$ cat src/rtl/apb_master.sv
`default_nettype none
// ============================================================================
// Module      : apb_master
// Description : Single-outstanding APB master bridging a CPU strobe interface
//               to four memory-mapped APB slaves (4 KB windows at 0x1000_0000).
//               Optional ACCESS-phase timeout when APB_MASTER_TIMEOUT_EN is
//               defined; without it ACCESS waits for PREADY indefinitely.
// Revision    : 1.0 - initial release
// ============================================================================
module apb_master #(
    parameter int NUM_SLV        = 4,
    parameter int TIMEOUT_CYCLES = 16
) (
    input  logic        PCLK,
    input  logic        PRESET,
    input  logic        transfer,
    input  logic        write,
    input  logic [31:0] addr,
    input  logic [31:0] wdata,
    output logic [31:0] rdata,
    output logic        ready,
    output logic        err,
    output logic [31:0] PADDR,
    output logic        PWRITE,
    output logic [31:0] PWDATA,
    output logic        PENABLE,
    output logic        PSEL0,
    output logic        PSEL1,
    output logic        PSEL2,
    output logic        PSEL3,
    input  logic [31:0] PRDATA0,
    input  logic [31:0] PRDATA1,
    input  logic [31:0] PRDATA2,
    input  logic [31:0] PRDATA3,
    input  logic        PREADY0,
    input  logic        PREADY1,
    input  logic        PREADY2,
    input  logic        PREADY3
);

    // The port list is hard-wired for four slaves; reject other builds early.
    if (NUM_SLV != 4 || TIMEOUT_CYCLES < 1) begin : g_bad_cfg
        $error("apb_master: NUM_SLV must be 4 and TIMEOUT_CYCLES >= 1");
    end

    typedef enum logic [1:0] {
        S_IDLE   = 2'd0,
        S_SETUP  = 2'd1,
        S_ACCESS = 2'd2
    } state_t;

    state_t             state;
    state_t             state_nx;
    logic               accept;
    logic               mapped;
    logic [1:0]         slv_idx;
    logic               unmapped_pulse;
    logic               in_access;
    logic               sel_pready;
    logic [31:0]        sel_prdata;
    logic               done_ok;
    logic               timeout_hit;
    logic [NUM_SLV-1:0] pready_vec;
    logic [NUM_SLV-1:0] psel_vec;
    logic [31:0]        prdata_arr [NUM_SLV];

    assign pready_vec    = {PREADY3, PREADY2, PREADY1, PREADY0};
    assign prdata_arr[0] = PRDATA0;
    assign prdata_arr[1] = PRDATA1;
    assign prdata_arr[2] = PRDATA2;
    assign prdata_arr[3] = PRDATA3;

    // Windows 0x10000..0x10003 of addr[31:12] share addr[31:14] = 0x04000.
    assign mapped     = (addr[31:14] == 18'h04000);
    assign in_access  = (state == S_ACCESS);
    assign sel_pready = pready_vec[slv_idx];
    assign sel_prdata = prdata_arr[slv_idx];
    assign done_ok    = in_access && sel_pready;

    // State register.
    always_ff @(posedge PCLK or posedge PRESET) begin
        if (PRESET) begin
            state <= S_IDLE;
        end else begin
            state <= state_nx;
        end
    end

    // Next-state logic; a request is only taken in IDLE and not while an
    // unmapped-address error pulse is being returned.
    always_comb begin
        state_nx = state;
        accept   = 1'b0;
        case (state)
            S_IDLE: begin
                if (transfer && !unmapped_pulse) begin
                    accept = 1'b1;
                    if (mapped) begin
                        state_nx = S_SETUP;
                    end
                end
            end
            S_SETUP: begin
                state_nx = S_ACCESS;
            end
            S_ACCESS: begin
                if (done_ok || timeout_hit) begin
                    state_nx = S_IDLE;
                end
            end
            default: begin
                state_nx = S_IDLE;
            end
        endcase
    end

    // Request capture: bus fields hold from SETUP through the last ACCESS cycle.
    always_ff @(posedge PCLK or posedge PRESET) begin
        if (PRESET) begin
            PADDR          <= 32'd0;
            PWDATA         <= 32'd0;
            PWRITE         <= 1'b0;
            slv_idx        <= 2'd0;
            unmapped_pulse <= 1'b0;
        end else begin
            unmapped_pulse <= accept && !mapped;
            if (accept) begin
                PADDR   <= addr;
                PWDATA  <= wdata;
                PWRITE  <= write;
                slv_idx <= addr[13:12];
            end
        end
    end

`ifdef APB_MASTER_TIMEOUT_EN
    localparam int CNT_W = $clog2(TIMEOUT_CYCLES) + 1;
    logic [CNT_W-1:0] access_cnt;

    // Counts ACCESS cycles; cleared in SETUP so each transfer starts at zero.
    always_ff @(posedge PCLK or posedge PRESET) begin
        if (PRESET) begin
            access_cnt <= '0;
        end else if (state == S_SETUP) begin
            access_cnt <= '0;
        end else if (in_access) begin
            access_cnt <= access_cnt + 1'b1;
        end
    end

    // Fires in the last permitted ACCESS cycle if the slave is still stalling.
    assign timeout_hit = in_access && !sel_pready &&
                         (access_cnt == CNT_W'(TIMEOUT_CYCLES - 1));
`else
    assign timeout_hit = 1'b0;
`endif

    // One select per slave, only outside IDLE.
    for (genvar i = 0; i < NUM_SLV; i++) begin : g_psel
        assign psel_vec[i] = (state != S_IDLE) && (slv_idx == 2'(i));
    end

    assign PSEL0   = psel_vec[0];
    assign PSEL1   = psel_vec[1];
    assign PSEL2   = psel_vec[2];
    assign PSEL3   = psel_vec[3];
    assign PENABLE = in_access;

    // CPU response: combinational from the selected slave, zero otherwise.
    always_comb begin
        ready = done_ok || timeout_hit || unmapped_pulse;
        err   = timeout_hit || unmapped_pulse;
        rdata = (done_ok && !PWRITE) ? sel_prdata : 32'd0;
    end

endmodule
`default_nettype wire
$ cat config.mk
export PLATFORM = sky130hd
export DESIGN_NAME = apb_master
export DESIGN_NICKNAME = d
export VERILOG_FILES = /design/src/rtl/apb_master.sv
export SDC_FILE = /design/constraint.sdc
export NUM_CORES = 1
export LEC_CHECK = 0
export ABC_CLOCK_PERIOD_IN_PS = 2800
export CORE_AREA = 2 2 119 121
export DETAILED_ROUTE_END_ITERATION = 10
export DIE_AREA = 0 0 121 123
export PLACE_DENSITY = 0.73
export SLEW_MARGIN = 40
export SYNTH_ARGS = -nofsm -noshare
export SYNTH_HDL_FRONTEND = slang
export SYNTH_SLANG_ARGS = --single-unit
$ cat constraint.sdc
create_clock -name PCLK -period 2.8 [get_ports PCLK]
set_clock_uncertainty 0.2 [all_clocks]
set_input_delay 0.56 -clock PCLK [delete_from_list [all_inputs] [get_ports PCLK]]
set_output_delay 0.56 -clock PCLK [all_outputs]
set_load 0.02 [all_outputs]
======== After elaboration in Yosys (flattened, before gate mapping) ========
Index checks and enable logic that the tools add are counted.
operators by class
  magnitude comparators ................... 2
  equal/unequal tests ..................... 9
  muxes and demuxes ....................... 12
  bitwise gates (word level) .............. 1
  reduce and logical (&&, ||, !) cells .... 16
operator list
  operator                                                    count
  2-to-1 mux 32 bit                                           3
  binary-select mux 32 bit (select 2 bit)                     1
  == test 18 x 15 -> 1 bit, second input constant             1
  logical AND 1 bit                                           8
  == test 2 bit, second input constant                        3
  2-to-1 mux 2 bit                                            3
  one-hot mux 2 bit (3 select lines)                          1
  == test 2 x 1 -> 1 bit, second input constant               2
  logical NOT 2 bit                                           2
  inequality test 2 bit, second input constant                2
  >= comparator 3 bit, second input constant                  1
  logical NOT 1 bit                                           3
  less-than comparator 2 x 3 -> 1 bit, second input constant  1
  2-to-1 mux 1 bit                                            3
  NOT 2 -> 3 bit                                              1
  AND reduction 3 bit                                         1
  binary-select mux 1 bit (select 2 bit)                      1
  inequality test 2 x 1 -> 1 bit, second input constant       1
  nonzero test 2 bit                                          1
  logical OR 1 bit                                            1
storage, ports and cells
  register bits ........................... 70
  bits of input ports ..................... 200
  output and inout bits ................... 104
  logic and storage cells ................. 46

======== Depth between registers and ports, before layout ========
  depth in word-level cells ............... 5
  mapped depth ............................ 4
  gate-level depth less buffers ........... 3

======== Least setup slack after synthesis ========
Ideal clock, no wire load.
  kind .................................... register -> output
  start ................................... register, netlist name PADDR[12]
  end ..................................... output port rdata[10]
  data arrival time ....................... 1.560 ns
  required time ........................... 2.040 ns
  slack ................................... 0.480 ns
  cell stages (with the launch flop) ...... 5
  buffers on the path ..................... 2
  path through ............................ dfrtp_1 > buf_6 > buf_6 > mux4_2 > nor2b_1
RTL lines
  what           line  RTL
  end, declared  20    output logic [31:0] rdata,

======== Worst setup path in the final report ========
  start ................................... input port PREADY2
  end ..................................... output port rdata[28]
between the ends
  longest elaborated chain between the ends .. 5
ends and longest elaborated chain
  what                                    line  RTL
  start, declared                         37    input logic PREADY2,
  binary-select mux 1 bit (select 2 bit)  76    assign sel_pready = pready_vec[slv_idx];
  2-to-1 mux 1 bit (implied by the code)  76
  logical AND 1 bit                       78    assign done_ok = in_access && sel_pready;
  logical AND 1 bit                       173   rdata = (done_ok && !PWRITE) ? sel_prdata : 32'd0;
  2-to-1 mux 32 bit                       173
No other way between the ends. The select of a mux whose other input is x is not followed.

==> summary.txt <==
Status
  • Status: complete, no violations

Place
  • Routability cong.: a little under 0.9
  • Detail Placement HPWL: 11430 um
  • Port buffer count: between 300 and 400

Min path
  • Worst hold path class: reg -> reg
  • Hold Path End: PWDATA[6]
  • Hold Path Depth: 1
  • Hold path startpoint: PWDATA[6]

Yosys
  • Synthesized area per cell: around 15 um2
  • Most numerous cell in the Yosys netlist: dfrtp_1
  • Yosys cell types: 23
  • Syn Nets: about 440
  • Yosys top cell area share: 0.4638
  • Post-Syn Instances: ~240
  • Synth Register Bits: 68
  • Most used DFF post-synth: dfrtp_1
  • Post-synthesis sequential area ratio: 0.4638
  • Async set-reset flop share out of synthesis: 1.000
  • Post-synth top cells: 68 x dfrtp_1, 39 x mux2_1, 33 x mux4_2, 33 x nor2b_1, 26 x mux2_2
  • Mapped Area: 3669 um2
  • Top cell type by total area after synthesis: dfrtp_1
  • EDFF count, synth: 0
  • Top post-synthesis cells by area: dfrtp_1 46%, mux4_2 20%, mux2_1 12%
  • Yosys warnings: 0

Clock tree
  • CTS clock-pin slew for the worst setup and hold paths: around 0.05 ns
  • Root buffer selected by CTS: clkbuf_16
  • H-tree Lvls: 3
  • Hold Buf Count CTS: 0
  • Worst-Skew Late Latency: 0.32 ns
  • CTS tree: built
  • CTS Buffer Depth: 2
  • Number of CTS-inserted buffers: 9
  • Clock sink total: just under 70

Critical path
  • Startpoint Class: primary input
  • Worst path required time: 2.04 ns
  • Crit Path Class: in -> out
  • Worst setup EP type: output pin
  • Worst r2r path cells: 3
  • Reg-to-Reg End: PADDR[5]
  • Crit-path max FO: 10
  • Flop2flop setup slack: approximately 0.86 ns
  • R2R Path Start: state[0]
  • Crit path DAT: 1.99 ns

Timing
  • Slew @ Worst Pin: 0.5199 ns
  • Final period util: 0.9831
  • Final Hold Viols: 0
  • Final setup violation count: 0
  • Setup_tns: 0 ns
  • Relative slew slack: 0.6529
  • Number of slew-limit violations in the final report: 0
  • Hold slack final: approximately 0.28 ns
  • Maximum clock frequency: 363.3 MHz
  • Min cycle time layout: around 2.8 ns

Route
  • Total number of vias: 3371
  • DR iter-0 viols: 124
  • TritonRoute pass-1 iters: 4
  • Drc violations: 0
  • Wire per inst: around 19 um
  • Detail Route Antenna Nets: 0
  • Total Routed Length: around 14000 um
  • Via density: between 4 and 5

Global route
  • Global-route wire length before repair: just over 20000 um
  • Number of global-route vias before repair: 3604
  • Largest net degree at the start of global routing: 66
  • Total GRT Usage: 0.1810
  • Initial antenna violation count: 2
  • Total grt overflow: 0

Floorplan
  • Core area: about 14000 um2
  • Initial Util: 0.2695
  • Die Height: between 100 and 150 um
  • Die ar.: about 15000 um2
  • Row count: 43
  • Chip Width: between 100 and 150 um
  • Top Ports: slightly above 300

Flow run
  • Maxcap violations: 0

Cells and area
  • P&R area growth vs syn: 95.77%
  • Final #Nets: 744
  • Layout cells sized above 1: 0.2222

Pwr
  • Leakage power: approximately 2.9 nW
  • Max rail drop VDD: roughly 390 uV
  • Power Dens Cells: approximately 540 nW/um2
## sequential cells by signal (all words and copies together), names as in the netlist
register,flops
PWDATA,32
PADDR,32
state,2
err,1
PWRITE,1
## metrics by stage
stage / power, W / cells / area [um2] / worst slack [ns] / utilization
3_3_place_gp: 0.002548 / 711 / 6932 / -0.3673 / 0.5092
2_1_floorplan: 0.001863 / 237 / 3669 / 0.3285 / -
6_report: 0.003858 / 731 / 7182 / 0.04726 / 0.5276
3_5_place_dp: 0.002568 / 711 / 6932 / -0.4351 / 0.5092
5_1_grt: 0.004041 / 731 / 7182 / -0.0002858 / 0.5276
4_1_cts: 0.003925 / 728 / 7144 / 0.05094 / 0.5249
## layout by cell type, fill, tap and decap left out, types with 2 or more instances in the layout
cell and n:
nor3b_1 2, mux2_2 26, dfrtp_1 67, diode_2 2, buf_2 29, clkbuf_16 10, clkdlybuf4s50_1 269, mux4_2 33
nor4_1 4, bufinv_16 3, clkbuf_8 2, buf_4 8, buf_12 6, nor2b_1 33, mux2_1 39
## routing by layer
metal	vias up	GRT usage	wire length (um)
met5	-	0	0
met4	0	0.07776	375
met3	21	0.07472	1579
met2	187	0.3223	7542
met1	1654	0.1874	4704
li1	1509	-	-
## where the power goes
part / internal [W] / switching (W) / total [W]
clock network: 0.000917 / 0.000397 / 0.00131
logic: 0.000813 / 0.000515 / 0.00133
registers: 0.00113 / 0.0000835 / 0.00122
total: 0.00286 / 0.000995 / 0.00386
## critical path, stage by stage
cell             delay, ns
clkdlybuf4s50_1       0.39
mux4_2                0.51
nand3b_4              0.15
clkbuf_16             0.17
nor2b_1               0.04
buf_2                 0.16
## cells by family (layout without fill, tap and decap cells)
group,Yosys count,after routing,share of synthesized area
and+or+nand+nor,48,48,0.08799
muxes,98,98,0.4021
other,0,2,0
AOI/OAI and AO/OA,3,3,0.005117
buffers and inverters,20,332,0.04093
DFF,68,68,0.4638
## repair_timing
action,in CTS,in global routing
setup buffers,2,0
cloned,0,1
endpoints found under the setup margin,33,1
gates resized for setup,125,3
endpoints found under the hold margin,0,0
## how the worst max path moves through the flow
stage	from	to	cells past startpoint
3_3_place_gp	PREADY3	rdata[27]	6
2_1_floorplan	PRESET	PADDR[0]	1
6_report	PREADY2	rdata[28]	6
5_1_grt	PREADY0	rdata[21]	6
3_5_place_dp	PREADY1	rdata[20]	6
4_1_cts	PREADY3	rdata[20]	6
## cell type report
type / count / area [um2]
antenna: 2 / 5.005
fill: 1177 / 6430
clock inverter: 4 / 95.09
sequential: 68 / 1703
tap: 180 / 225.2
multi-input combinational: 149 / 1834
inverter: 2 / 7.507
clock buffer: 12 / 256.5
timing repair buffer: 314 / 3055
(Power assumes the default switching activity.)
